==> src/rtl/pipelined_xor_accumulator.sv <==
// Pipelined wide XOR with optional per-frame syndrome folding for the decoder datapath.
// Results carry parity, zero flag and beat count through a STAGES-deep valid/ready pipeline.
module pipelined_xor_accumulator #(
    parameter int WIDTH  = 17,
    parameter int STAGES = 2,
    parameter int CNT_W  = 8
) (
    input  logic             clk,
    input  logic             rst_n,
    input  logic             in_valid,
    output logic             in_ready,
    input  logic [WIDTH-1:0] in_a,
    input  logic [WIDTH-1:0] in_b,
    input  logic             in_mode,
    input  logic             in_last,
    output logic             out_valid,
    input  logic             out_ready,
    output logic [WIDTH-1:0] out_data,
    output logic             out_parity,
    output logic             out_zero,
    output logic [CNT_W-1:0] out_count,
    output logic             acc_open
);

    localparam logic [CNT_W-1:0] CNT_MAX = '1;
    localparam logic [CNT_W-1:0] CNT_ONE = CNT_W'(1);

    function automatic logic parity_f(input logic [WIDTH-1:0] d);
        return ^d;
    endfunction

    logic             en_s;
    logic             accept_s;
    logic [WIDTH-1:0] x_s;
    logic [CNT_W-1:0] cnt_inc_s;

    logic [WIDTH-1:0] acc_q, acc_d;
    logic [CNT_W-1:0] cnt_q, cnt_d;
    logic             open_q, open_d;

    logic             s1_vld_d;
    logic [WIDTH-1:0] s1_data_d;
    logic [CNT_W-1:0] s1_cnt_d;
    logic             s1_par_d;
    logic             s1_zero_d;

    logic [STAGES-1:0] vld_q;
    logic [STAGES-1:0] par_q;
    logic [STAGES-1:0] zero_q;
    logic [WIDTH-1:0]  data_q [STAGES];
    logic [CNT_W-1:0]  pcnt_q [STAGES];

    // The whole pipeline, accumulator included, advances only when the output slot can move.
    assign en_s      = ~vld_q[STAGES-1] | out_ready;
    assign accept_s  = in_valid & en_s;
    assign x_s       = in_a ^ in_b;
    assign cnt_inc_s = (cnt_q == CNT_MAX) ? CNT_MAX : (cnt_q + CNT_ONE);

    // Stage-1 result selection and accumulator next state.
    always_comb begin
        s1_vld_d  = 1'b0;
        s1_data_d = '0;
        s1_cnt_d  = '0;
        acc_d     = acc_q;
        cnt_d     = cnt_q;
        open_d    = open_q;
        if (accept_s) begin
            if (!in_mode) begin
                s1_vld_d  = 1'b1;
                s1_data_d = x_s;
                s1_cnt_d  = CNT_ONE;
            end else if (!in_last) begin
                acc_d  = acc_q ^ x_s;
                cnt_d  = cnt_inc_s;
                open_d = 1'b1;
            end else begin
                s1_vld_d  = 1'b1;
                s1_data_d = acc_q ^ x_s;
                s1_cnt_d  = cnt_inc_s;
                acc_d     = '0;
                cnt_d     = '0;
                open_d    = 1'b0;
            end
        end else begin
            s1_vld_d = 1'b0;
        end
        s1_par_d  = parity_f(s1_data_d);
        s1_zero_d = s1_vld_d & ~(|s1_data_d);
    end

    // Accumulator, frame state and delay pipeline registers.
    always_ff @(posedge clk or negedge rst_n) begin
        if (!rst_n) begin
            acc_q  <= '0;
            cnt_q  <= '0;
            open_q <= 1'b0;
            vld_q  <= '0;
            par_q  <= '0;
            zero_q <= '0;
            for (int i = 0; i < STAGES; i++) begin
                data_q[i] <= '0;
                pcnt_q[i] <= '0;
            end
        end else begin
            acc_q  <= acc_d;
            cnt_q  <= cnt_d;
            open_q <= open_d;
            if (en_s) begin
                vld_q[0]  <= s1_vld_d;
                par_q[0]  <= s1_par_d;
                zero_q[0] <= s1_zero_d;
                data_q[0] <= s1_data_d;
                pcnt_q[0] <= s1_cnt_d;
                for (int i = 1; i < STAGES; i++) begin
                    vld_q[i]  <= vld_q[i-1];
                    par_q[i]  <= par_q[i-1];
                    zero_q[i] <= zero_q[i-1];
                    data_q[i] <= data_q[i-1];
                    pcnt_q[i] <= pcnt_q[i-1];
                end
            end
        end
    end

    assign in_ready   = en_s;
    assign out_valid  = vld_q[STAGES-1];
    assign out_data   = data_q[STAGES-1];
    assign out_count  = pcnt_q[STAGES-1];
    assign out_parity = par_q[STAGES-1];
    assign out_zero   = zero_q[STAGES-1];
    assign acc_open   = open_q;

endmodule

==> config.mk <==
export PLATFORM = sky130hd
export DESIGN_NAME = pipelined_xor_accumulator
export DESIGN_NICKNAME = d
export VERILOG_FILES = /design/src/rtl/pipelined_xor_accumulator.sv
export SDC_FILE = /design/constraint.sdc
export NUM_CORES = 1
export LEC_CHECK = 0
export BUFFER_PORTS_ARGS = -buffer_cell sky130_fd_sc_hd__buf_2
export CORE_UTILIZATION = 56
export DETAILED_ROUTE_END_ITERATION = 16
export PLACE_DENSITY = 0.79
export SLEW_MARGIN = 10
export SYNTH_ARGS = -nofsm -noshare
export SYNTH_HDL_FRONTEND = slang
export SYNTH_SLANG_ARGS = --single-unit
==> constraint.sdc <==
create_clock -name clk -period 3 [get_ports clk]
set_clock_uncertainty 0.15 [all_clocks]
set_input_delay 0 -clock clk [delete_from_list [all_inputs] [get_ports clk]]
set_output_delay 0 -clock clk [all_outputs]
set_load 0.05 [all_outputs]
==> summary.txt <==
gr ovfl total - 0
P_int - 2.20 mW
synth warn - 0
Core Area - 0.00721 sq mm
TritonCTS Buffers - 9
Hold Violations, Final - 0
Final Non-Filler Cells - 652
Syn Nets - 519
most used cell, CP - xnor2_1
final worst-path cycle share - 0.882
Mapped Cells - 470
share of total power in the clock network - 0.239
CTS tree - yes
clk sinks - 82
maxcap violations - 0
vias per inst - 5.10
startpoint types - input pin
switching share of power - 0.374
Synth cell types - 35
1st-pass router iterations - 4
Sequential Power Share - 0.435
area of the die - 0.00780 sq mm
Detailed Route Iter0 Violations - 163
Peak VDD IR - 0.411 mV
H-Tree Depth - 3
Post-layout nets - 597
worst slew pin tran - 1010 ps
top cells by area, synth - dfrtp_1, nand2_1, xnor2_1, buf_4, xor2_1
max-slew violations - 0
Diodes inserted - 0
Cell Area, Synth - 0.00418 sq mm
CTS clock-pin slew for the worst setup and hold paths - 80 ps
remaining design rule violation count - 0
Final ANT Viol Nets - 0
Worst setup EP type - flop
number of global-route vias before repair - 3123
RSZ-0062 raised after global routing - false
Mapped Avg Cell Area - 8.88 sq um
area leader, netlist - dfrtp_1
cells along the critical path - dlygate4sd3_1 > buf_2 > nand2b_1 > and3_2 > nand2_1 > ha_1 > xor2_1 > xnor2_1 > xnor2_1 > nor3_1 > a211oi_1
status - finished, final reports clean
antenna violations before repair - 0
CP Buf/Inv Count - 2
clock latency on the worst-skew pair - 360 ps
Hold Crit Class - input pin to flop
Buffers on Ports - 69
Critical Path Max Stage Delay - 520 ps
worst-path fanout max - 25
pin count of the biggest net entering global routing - 83
crit path DAT - 2750 ps
combinational share of power - 0.327
DR WL/cell - 13.1 um
slew margin rel. - 0.329
most common cell after layout, fill and taps aside - nand2_1
Synth Register Bits - 82
share of cells above drive strength 1 - 0.174
die height - 88.3 um
Total GRT Usage - 0.239
Area growth syn-to-layout - 19.9%
root buffer cell - clkbuf_8
Leak Pwr - 2.55 nW
routed vias - 3324
Max clock buf depth - 2
Die X - 88.3 um
Ports - 70
Cells after DPL - 593
PwrDens - 703 mW/mm^2
area fraction of the dominant cell type after synthesis - 0.491
min Tclk post-route - 2640 ps
Slowest-stage cell, CP - dlygate4sd3_1
P_sw - 1.31 mW
sequential area share after synthesis - 0.491
CP required - 3110 ps
kind of critical path - input pin to flop
setup TNS - 0 ps
FMAX - 378 MHz
postcts setup bufs - 0
RePlAce Congestion - 0.834
setup violators final - 0
first-pass GRT wire length - 14300 um
dpl hpwl - 5230 um
top cell family by delay on the critical path - buffers and inverters
num rows - 31
Initial Util - 0.579
commonest non-fill, non-tap cells in the layout - nand2_1, dfrtp_1, buf_2
final wirelength - 8570 um
[power groups by stage]
| stage | Clock, mW | Sequential (mW) | Combinational [mW] |
|---|---|---|---|
| 2_1_floorplan | 0 | 1.55 | 0.846 |
| 3_3_place_gp | 0 | 1.53 | 1.00 |
| 3_5_place_dp | 0 | 1.55 | 1.03 |
| 4_1_cts | 0.851 | 1.52 | 1.14 |
| 5_1_grt | 0.892 | 1.56 | 1.28 |
| 6_report | 0.840 | 1.53 | 1.15 |
[final timing paths]
check,startpoint,to,slack (ps),cells past startpoint
hold reg to reg,out_data[4]$_DFFE_PN0N_,out_data[4]$_DFFE_PN0N_,310,2
max in group asynchronous,rst_n,cnt_q[3]$_DFFE_PN0P_,1860,2
min in group asynchronous,rst_n,out_data[10]$_DFFE_PN0N_,200,2
setup / recovery,in_last,par_q[0]$_DFFE_PN0N_,360,11
hold / removal,in_b[13],data_q[30]$_DFFE_PN0N_,20,5
setup reg to reg,vld_q[1]$_DFFE_PN0N_,acc_q[7]$_DFFE_PN0P_,380,8
[synth_stat cells, drive strengths merged]
cell type    n
nor2         3
and3         4
xnor2       25
nand4        2
nand3        6
a41oi        1
nand2      177
clkbuf       8
nor2b        1
a22o         1
a211oi       1
buf         39
inv          1
nor3        18
a21oi       26
o21ai       25
ha           9
a31o         1
mux2i        2
and4         1
a21o         6
o22a         3
xor2        19
dfrtp       82
and2         1
a31oi        3
a32o         1
nand2b       4
[worst min-delay path, cell delays in order]
cell and delay (ps):
buf_2 80, xnor2_1 170, xor2_1 90, nand2_1 80, nand2_1 60
[cell type report]
cell class                      count  area (sq um)
Fill cell                         569          2210
Tap cell                           99           124
Clock inverter                      6          72.6
Timing Repair Buffer              114           793
Sequential cell                    82          2050
Clock buffer                       10           138
Multi-Input combinational cell    340          1820
Inverter                            1          3.75
[metrics by stage]
stage / setup slack (ps) / utilization / hold WS, ps / power (mW) / instance area [sq um]
after global placement: 448 / 0.605 / 75.1 / 2.53 / 4370
final: 355 / 0.694 / 17.7 / 3.52 / 5010
after floorplan: 317 / - / -446 / 2.39 / 4180
after CTS: 145 / 0.694 / 6.55 / 3.52 / 5010
after global routing: 124 / 0.694 / 32.2 / 3.74 / 5010
after detailed placement: 303 / 0.605 / 84.5 / 2.58 / 4370
[routing by layer]
metal | part of all wire | wire length [um] | global-route usage | vias up
met5 | 0 | 0 | 0 | -
met4 | 0.017 | 143 | 0.0968 | 0
met3 | 0.056 | 481 | 0.0438 | 12
met2 | 0.47 | 4040 | 0.378 | 107
met1 | 0.46 | 3910 | 0.328 | 1537
li1 | - | - | - | 1668
[cells by family after synthesis]
family	Yosys count	share of synthesized area
AOI/OAI and AO/OA	68	0.0935
DFF	82	0.491
adders and majority gates	9	0.0270
buffers and inverters	48	0.0737
and+or+nand+nor	217	0.217
xor gates and xnor gates	44	0.0923
muxes	2	0.00479
[repair_timing]
action                                  4_1_cts  5_1_grt
hold buffers                                 43        0
resized for setup                             0        1
endpoints found under the hold margin       100        0
endpoints found under the setup margin        0        1
[flip-flops by register name (all words and copies together), names as in the netlist]
register / count
pcnt_q: 8
par_q: 2
vld_q: 2
zero_q: 2
data_q: 17
out_count: 8
acc_open: 1
cnt_q: 8
out_data: 17
acc_q: 17
Power figures use the tool's default switching activity.
